--- config.mk ---
export PLATFORM = sky130hd
export DESIGN_NAME = uart_rx_frontend_flat
export DESIGN_NICKNAME = d
export VERILOG_FILES = /design/src/rtl/uart_rx_frontend_if.sv /design/src/rtl/uart_rx_frontend.sv /design/src/flat_wrapper.sv
export SDC_FILE = /design/constraint.sdc
export NUM_CORES = 1
export LEC_CHECK = 0
export BUFFER_PORTS_ARGS = -buffer_cell sky130_fd_sc_hd__clkbuf_2
export CORE_ASPECT_RATIO = 0.9
export CORE_UTILIZATION = 30
export DETAILED_ROUTE_END_ITERATION = 6
export GPL_TIMING_DRIVEN = 0
export PLACE_DENSITY_LB_ADDON = 0.12
export SYNTH_ARGS = -nofsm -noshare
export SYNTH_HDL_FRONTEND = slang
export SYNTH_SLANG_ARGS = --single-unit
--- constraint.sdc ---
create_clock -name sysclk -period 3.6 [get_ports sysclk]
set_input_delay 0.18 -clock sysclk [delete_from_list [all_inputs] [get_ports sysclk]]
set_output_delay 0.18 -clock sysclk [all_outputs]
set_load 0.05 [all_outputs]
--- src/rtl/uart_rx_frontend_if.sv ---
// Bus-side bundle of the UART receiver: serial line in, byte buffer and status out.
`timescale 1ns/1ps
interface uart_rx_frontend_if;
    logic       UART_RX;
    logic       rx_ack;
    logic [7:0] rx_data;
    logic       rx_valid;
    logic       rx_busy;
    logic       rx_frame_err;
    logic       rx_overrun;

    modport slave (
        input  UART_RX, rx_ack,
        output rx_data, rx_valid, rx_busy, rx_frame_err, rx_overrun
    );

    modport master (
        output UART_RX, rx_ack,
        input  rx_data, rx_valid, rx_busy, rx_frame_err, rx_overrun
    );
endinterface

--- src/rtl/uart_rx_frontend.sv ---
// 8N1 UART receiver: synchronises the line, samples mid-bit, checks the stop bit and
// holds one byte until the CPU acknowledges it, flagging framing and overrun errors.
`timescale 1ns/1ps
module uart_rx_frontend #(
    parameter int CLK_FREQ     = 100_000_000,
    parameter int BAUD         = 9600,
    parameter int CLKS_PER_BIT = CLK_FREQ / BAUD
) (
    input  logic              sysclk,
    input  logic              reset,
    uart_rx_frontend_if.slave bus
);

    localparam int                CNT_W    = $clog2(CLKS_PER_BIT);
    localparam logic [CNT_W-1:0]  CNT_LAST = CNT_W'(CLKS_PER_BIT - 1);
    localparam logic [CNT_W-1:0]  CNT_MID  = CNT_W'(CLKS_PER_BIT / 2 - 1);

    typedef enum logic [2:0] {
        S_IDLE,
        S_START,
        S_DATA,
        S_STOP,
        S_BREAK
    } state_t;

    logic             r_sync_p0;
    logic             r_sync_p1;
    logic             r_rx_prev;
    state_t           r_state;
    logic [CNT_W-1:0] r_cnt;
    logic [2:0]       r_idx;
    logic [7:0]       r_shift;
    logic [7:0]       r_data;
    logic             r_valid;
    logic             r_busy;
    logic             r_frame_err;
    logic             r_overrun;

    logic             w_rx_s;
    logic             w_fall;
    logic             w_cnt_last;
    logic             w_cnt_mid;

    assign w_rx_s     = r_sync_p1;
    assign w_fall     = r_rx_prev & ~w_rx_s;
    assign w_cnt_last = (r_cnt == CNT_LAST);
    assign w_cnt_mid  = (r_cnt == CNT_MID);

    // Stage p0/p1: two-flop synchroniser; r_rx_prev gives the edge detector its history.
    always_ff @(posedge sysclk or negedge reset) begin
        if (!reset) begin
            r_sync_p0 <= 1'b1;
            r_sync_p1 <= 1'b1;
            r_rx_prev <= 1'b1;
        end else begin
            r_sync_p0 <= bus.UART_RX;
            r_sync_p1 <= r_sync_p0;
            r_rx_prev <= r_sync_p1;
        end
    end

    always_ff @(posedge sysclk or negedge reset) begin
        if (!reset) begin
            r_state     <= S_IDLE;
            r_cnt       <= '0;
            r_idx       <= 3'd0;
            r_shift     <= 8'h00;
            r_data      <= 8'h00;
            r_valid     <= 1'b0;
            r_busy      <= 1'b0;
            r_frame_err <= 1'b0;
            r_overrun   <= 1'b0;
        end else begin
            // Ack first; a deliver or error later in this block takes precedence.
            if (bus.rx_ack) begin
                r_valid     <= 1'b0;
                r_frame_err <= 1'b0;
                r_overrun   <= 1'b0;
            end

            case (r_state)
                S_IDLE: begin
                    if (w_fall) begin
                        r_state <= S_START;
                        r_cnt   <= '0;
                        r_busy  <= 1'b1;
                    end
                end

                S_START: begin
                    if (w_cnt_mid) begin
                        r_cnt <= '0;
                        if (!w_rx_s) begin
                            r_state <= S_DATA;
                            r_idx   <= 3'd0;
                        end else begin
                            r_state <= S_IDLE;
                            r_busy  <= 1'b0;
                        end
                    end else begin
                        r_cnt <= r_cnt + 1'b1;
                    end
                end

                S_DATA: begin
                    if (w_cnt_last) begin
                        r_cnt          <= '0;
                        r_shift[r_idx] <= w_rx_s;
                        if (r_idx == 3'd7) begin
                            r_state <= S_STOP;
                        end else begin
                            r_idx <= r_idx + 3'd1;
                        end
                    end else begin
                        r_cnt <= r_cnt + 1'b1;
                    end
                end

                // Decision at mid stop bit leaves half a bit of margin for the next start edge.
                S_STOP: begin
                    if (w_cnt_last) begin
                        r_cnt <= '0;
                        if (w_rx_s) begin
                            r_state <= S_IDLE;
                            r_busy  <= 1'b0;
                            if (!r_valid || bus.rx_ack) begin
                                r_data  <= r_shift;
                                r_valid <= 1'b1;
                            end else begin
                                r_overrun <= 1'b1;
                            end
                        end else begin
                            r_frame_err <= 1'b1;
                            r_state     <= S_BREAK;
                        end
                    end else begin
                        r_cnt <= r_cnt + 1'b1;
                    end
                end

                // A held-low line (break) must go high before another start edge can count.
                S_BREAK: begin
                    if (w_rx_s) begin
                        r_state <= S_IDLE;
                        r_cnt   <= '0;
                        r_busy  <= 1'b0;
                    end
                end

                default: begin
                    r_state <= S_IDLE;
                    r_cnt   <= '0;
                    r_busy  <= 1'b0;
                end
            endcase
        end
    end

    assign bus.rx_data      = r_data;
    assign bus.rx_valid     = r_valid;
    assign bus.rx_busy      = r_busy;
    assign bus.rx_frame_err = r_frame_err;
    assign bus.rx_overrun   = r_overrun;

endmodule

--- src/flat_wrapper.sv ---
// flat-port wrapper written by rule: the top's interface ports become plain ports
module uart_rx_frontend_flat 
#(
    parameter int CLK_FREQ     = 100_000_000,
    parameter int BAUD         = 9600,
    parameter int CLKS_PER_BIT = CLK_FREQ / BAUD
)
  (sysclk, reset, bus_UART_RX, bus_rx_ack, bus_rx_data, bus_rx_valid, bus_rx_busy, bus_rx_frame_err, bus_rx_overrun);
  uart_rx_frontend_if bus_i ();
  input  logic sysclk;
  input  logic reset;
  input wire logic [$bits(bus_i.UART_RX)-1:0] bus_UART_RX;
  input wire logic [$bits(bus_i.rx_ack)-1:0] bus_rx_ack;
  output wire logic [$bits(bus_i.rx_data)-1:0] bus_rx_data;
  output wire logic [$bits(bus_i.rx_valid)-1:0] bus_rx_valid;
  output wire logic [$bits(bus_i.rx_busy)-1:0] bus_rx_busy;
  output wire logic [$bits(bus_i.rx_frame_err)-1:0] bus_rx_frame_err;
  output wire logic [$bits(bus_i.rx_overrun)-1:0] bus_rx_overrun;
  assign bus_i.UART_RX = bus_UART_RX;
  assign bus_i.rx_ack = bus_rx_ack;
  assign bus_rx_data = bus_i.rx_data;
  assign bus_rx_valid = bus_i.rx_valid;
  assign bus_rx_busy = bus_i.rx_busy;
  assign bus_rx_frame_err = bus_i.rx_frame_err;
  assign bus_rx_overrun = bus_i.rx_overrun;
  uart_rx_frontend #(.CLK_FREQ(CLK_FREQ), .BAUD(BAUD), .CLKS_PER_BIT(CLKS_PER_BIT)) u_core (.sysclk(sysclk), .reset(reset), .bus(bus_i));
endmodule
==> flow_summary.toml <==
[sta]
clock_skew_ps = 9.409
hold_slack_ps = 60.94
period_share = 0.8841
relSlewSlack = 0.1279
period_minus_slack_ps = 3183
clock.fmax_mhz = 314.2
final-max-slew-violation-count = 0
hold_viol = 0
setup-tns-final_ps = 0
rsz0062_at_grt = "false"
finalSetupViolCount = 0
tightest_slew_ps = 1296

[routing]
drt_iter0_drc = 61
top_layer_used = "met4"
wl_per_cell_um = 13.78
dr.pass1.iters = 5
drc = 0
wl_mm = 4.466
vias = 1597
met2_length_mm = 1.794
drtAntennaViolNets = 0
viasPerCell = 4.929
route.met3.wl_um = 137
wl_met1_mm = 2.474

[die]
initial_core_util = 0.3186
die_w_um = 91.10
rows = 28
die_area_um2 = 7487
fp.dieH_um = 82.19
core_um2 = 6726
io_pins = 16

[global_route]
grt_util_all_layers = 0.1346
grt_pass1_wl_mm = 7.824
grt-ovfl-total = 0
grt_max_degree = 44
grt_pass1_vias = 1570
grt_antenna_before_repair = 0

[logic_synthesis]
synth-adder-area-share = 0.01751
synth_cells = 210
synthesis.area_um2 = 2143
synth_xor_area_frac = 0.004086
syn_nets = 217
ys_warn_count = 0
syn_area_per_cell_um2 = 10.21
synth_top_family_by_area = "simple AND/OR/NAND/NOR gates"
synth-edff-count = 0
muxShareOfSynthArea = 0.08932
synth_compound_area_frac = 0.1296
synth.area.top_cells = "dfrtp_1, mux2_2, dfstp_2, nand2_1, a21oi_1"
synth.distinct_cells = 42
synth-async-reset-ratio = 1.000
synth_flop_cell = "dfrtp_1"
synthDominantCellAreaShare = 0.4670
synth_top_cell_by_area = "dfrtp_1"
ys_ff_latch = 43
ys_seq_area_frac = 0.5038
synth-simple-area-share = 0.2195

[setup_path]
end_kind = "flop"
critPathLaunchType = "flop"
max_stage_delay_ps = 1080
crit_family = "simple AND/OR/NAND/NOR gates"
critPathLaunch = "u_core.r_cnt[4]"
crit_path_top_delay_cell = "nor4_1"
path_class = "flop to flop"
crit_fanout = 8
r2r-start = "u_core.r_cnt[4]"
reg2reg_depth = 4
rrSetupSlack_ps = 420
cp.required_ps = 3780
cp.buffers_inverters = 0
r2r_end = "u_core.bus.rx_data[0]"
path_cells = "or4b_1 -> nor4_1 -> nand4_2 -> mux2_2"
worst_ep_arrival_time_ps = 3360

[cells_and_area]
syn_to_final_growth_pct = 13.02
diodes = 0
drive_gt1_frac = 0.2009
nets = 240

[power]
leakage_nw = 1.127
ir_drop_mv = 0.2394
power_density_nw_per_um2 = 444.5

[clocking]
cts_tree = "built"
cts_max_level = 2
cts_sinks = 43
cts-root-buf = "clkbuf_8"
cts.clk_slew.worst_paths_ps = 80
cts_setup_buffers = 0
clk_latency_ps = 290
cts_buffer_depth = 2
numCtsBuffers = 5

[min_path]
hold_start = "bus_rx_ack"
hold_path_depth = 2
hold_end = "u_core.bus.rx_overrun"
hold_class = "primary input to flop"

[place]
io_buffer_count = 15
hpwlAfterDp_mm = 3.077
gp_congestion = 0.7637

[flow_run]
drv_cap = 0

[run_status]
status = "complete, no violations"
cells by family after synthesis:
group                      Yosys count
buffers and inverters               19
and+or+nand+nor                     84
AOI/OAI and AO/OA                   43
DFF                                 43
xor gates and xnor gates             1
adders and majority gates            3
muxes                               17
where the power goes:
part | total (mW) | switching (mW) | internal, mW
clock network | 0.296 | 0.160 | 0.136
logic | 0.197 | 0.113 | 0.0843
registers | 0.583 | 0.0555 | 0.528
total | 1.08 | 0.328 | 0.748
final cells by class:
| class | instances | area, um2 |
|---|---|---|
| multi-input combinational | 148 | 985.9 |
| tap | 90 | 112.6 |
| clock inverter | 1 | 5.005 |
| inverter | 7 | 26.28 |
| clock buffer | 7 | 76.32 |
| buffer | 12 | 51.30 |
| fill | 719 | 4304 |
| sequential | 43 | 1080 |
| timing repair buffer | 16 | 85.08 |
flip-flops by register name, summed over array words and instances (netlist names):
register                 flops
u_core.bus.rx_valid          1
u_core.r_state               3
u_core.r_sync_p0             1
u_core.bus.rx_overrun        1
u_core.bus.rx_frame_err      1
u_core.r_shift               8
u_core.r_rx_prev             1
u_core.r_sync_p1             1
u_core.r_cnt                14
u_core.bus.rx_data           8
u_core.r_idx                 3
u_core.bus.rx_busy           1
placed cells by master (no fill, tap or decap), types with 2 or more instances in the layout:
cell type  instances
a21oi_1           12
a22o_1             5
a31oi_1            6
a41oi_1            3
and2_1             3
and3_1             4
buf_2              2
clkbuf_1          11
clkbuf_2          15
clkbuf_8           5
dfrtp_1           40
dfstp_2            3
ha_1               3
inv_1              7
mux2_1             3
mux2_2            14
nand2_1           18
nand2b_1           5
nand3_1           10
nand3b_1           6
nand4_1            3
nor2_1            15
nor3_1             4
nor3b_2            2
nor4_1             2
o21ai_0           10
or3_1              2
or4_1              2
or4b_1             2
cell usage after synthesis, drive strengths merged (4+ instances only):
cell type / instances
nand3b: 6
nand3: 10
a31oi: 6
nand4: 4
and3: 4
o21ai: 10
nand2b: 5
nor2: 15
a21oi: 12
clkbuf: 9
nor3: 4
mux2: 17
a22o: 5
inv: 7
dfrtp: 40
nand2: 18
timing repair:
action	4_1_cts	5_1_grt
hold endpoints to repair	1	0
resized for setup	0	0
hold buffers	1	0
worst register-to-register path: stages, from the launching register on:
cell     delay, ps
dfrtp_1        450
or4b_1         560
nor4_1        1080
nand4_2        550
mux2_2         430
how the worst max path moves through the flow:
stage          cells after the start                    end  slack (ps)
5_1_grt                            4  u_core.bus.rx_data[0]         290
4_1_cts                            4  u_core.bus.rx_data[0]         510
2_1_floorplan                      6      u_core.r_shift[4]        1010
6_report                           4  u_core.bus.rx_data[0]         420
3_3_place_gp                       4  u_core.bus.rx_data[6]         520
3_5_place_dp                       4  u_core.bus.rx_data[0]         520
layer usage:
| layer | track usage | vias up |
|---|---|---|
| li1 | - | 811 |
| met1 | 0.1987 | 755 |
| met2 | 0.1932 | 25 |
| met3 | 0.02564 | 6 |
| met4 | 0.05238 | 0 |
| met5 | 0 | - |
through the flow:
step                cells  instance area, um2  power [mW]  setup slack, ps    util
finish                324                2422       1.077            417.2  0.3601
global route          324                2422       1.152            287.9  0.3601
CTS                   324                2422       1.092            510.3  0.3601
detailed placement    315                2331      0.7883            524.1  0.3465
global placement      315                2331      0.7880            523.8  0.3465
floorplan             210                2143      0.7301             1013       -
Power figures use the tool's default switching activity.
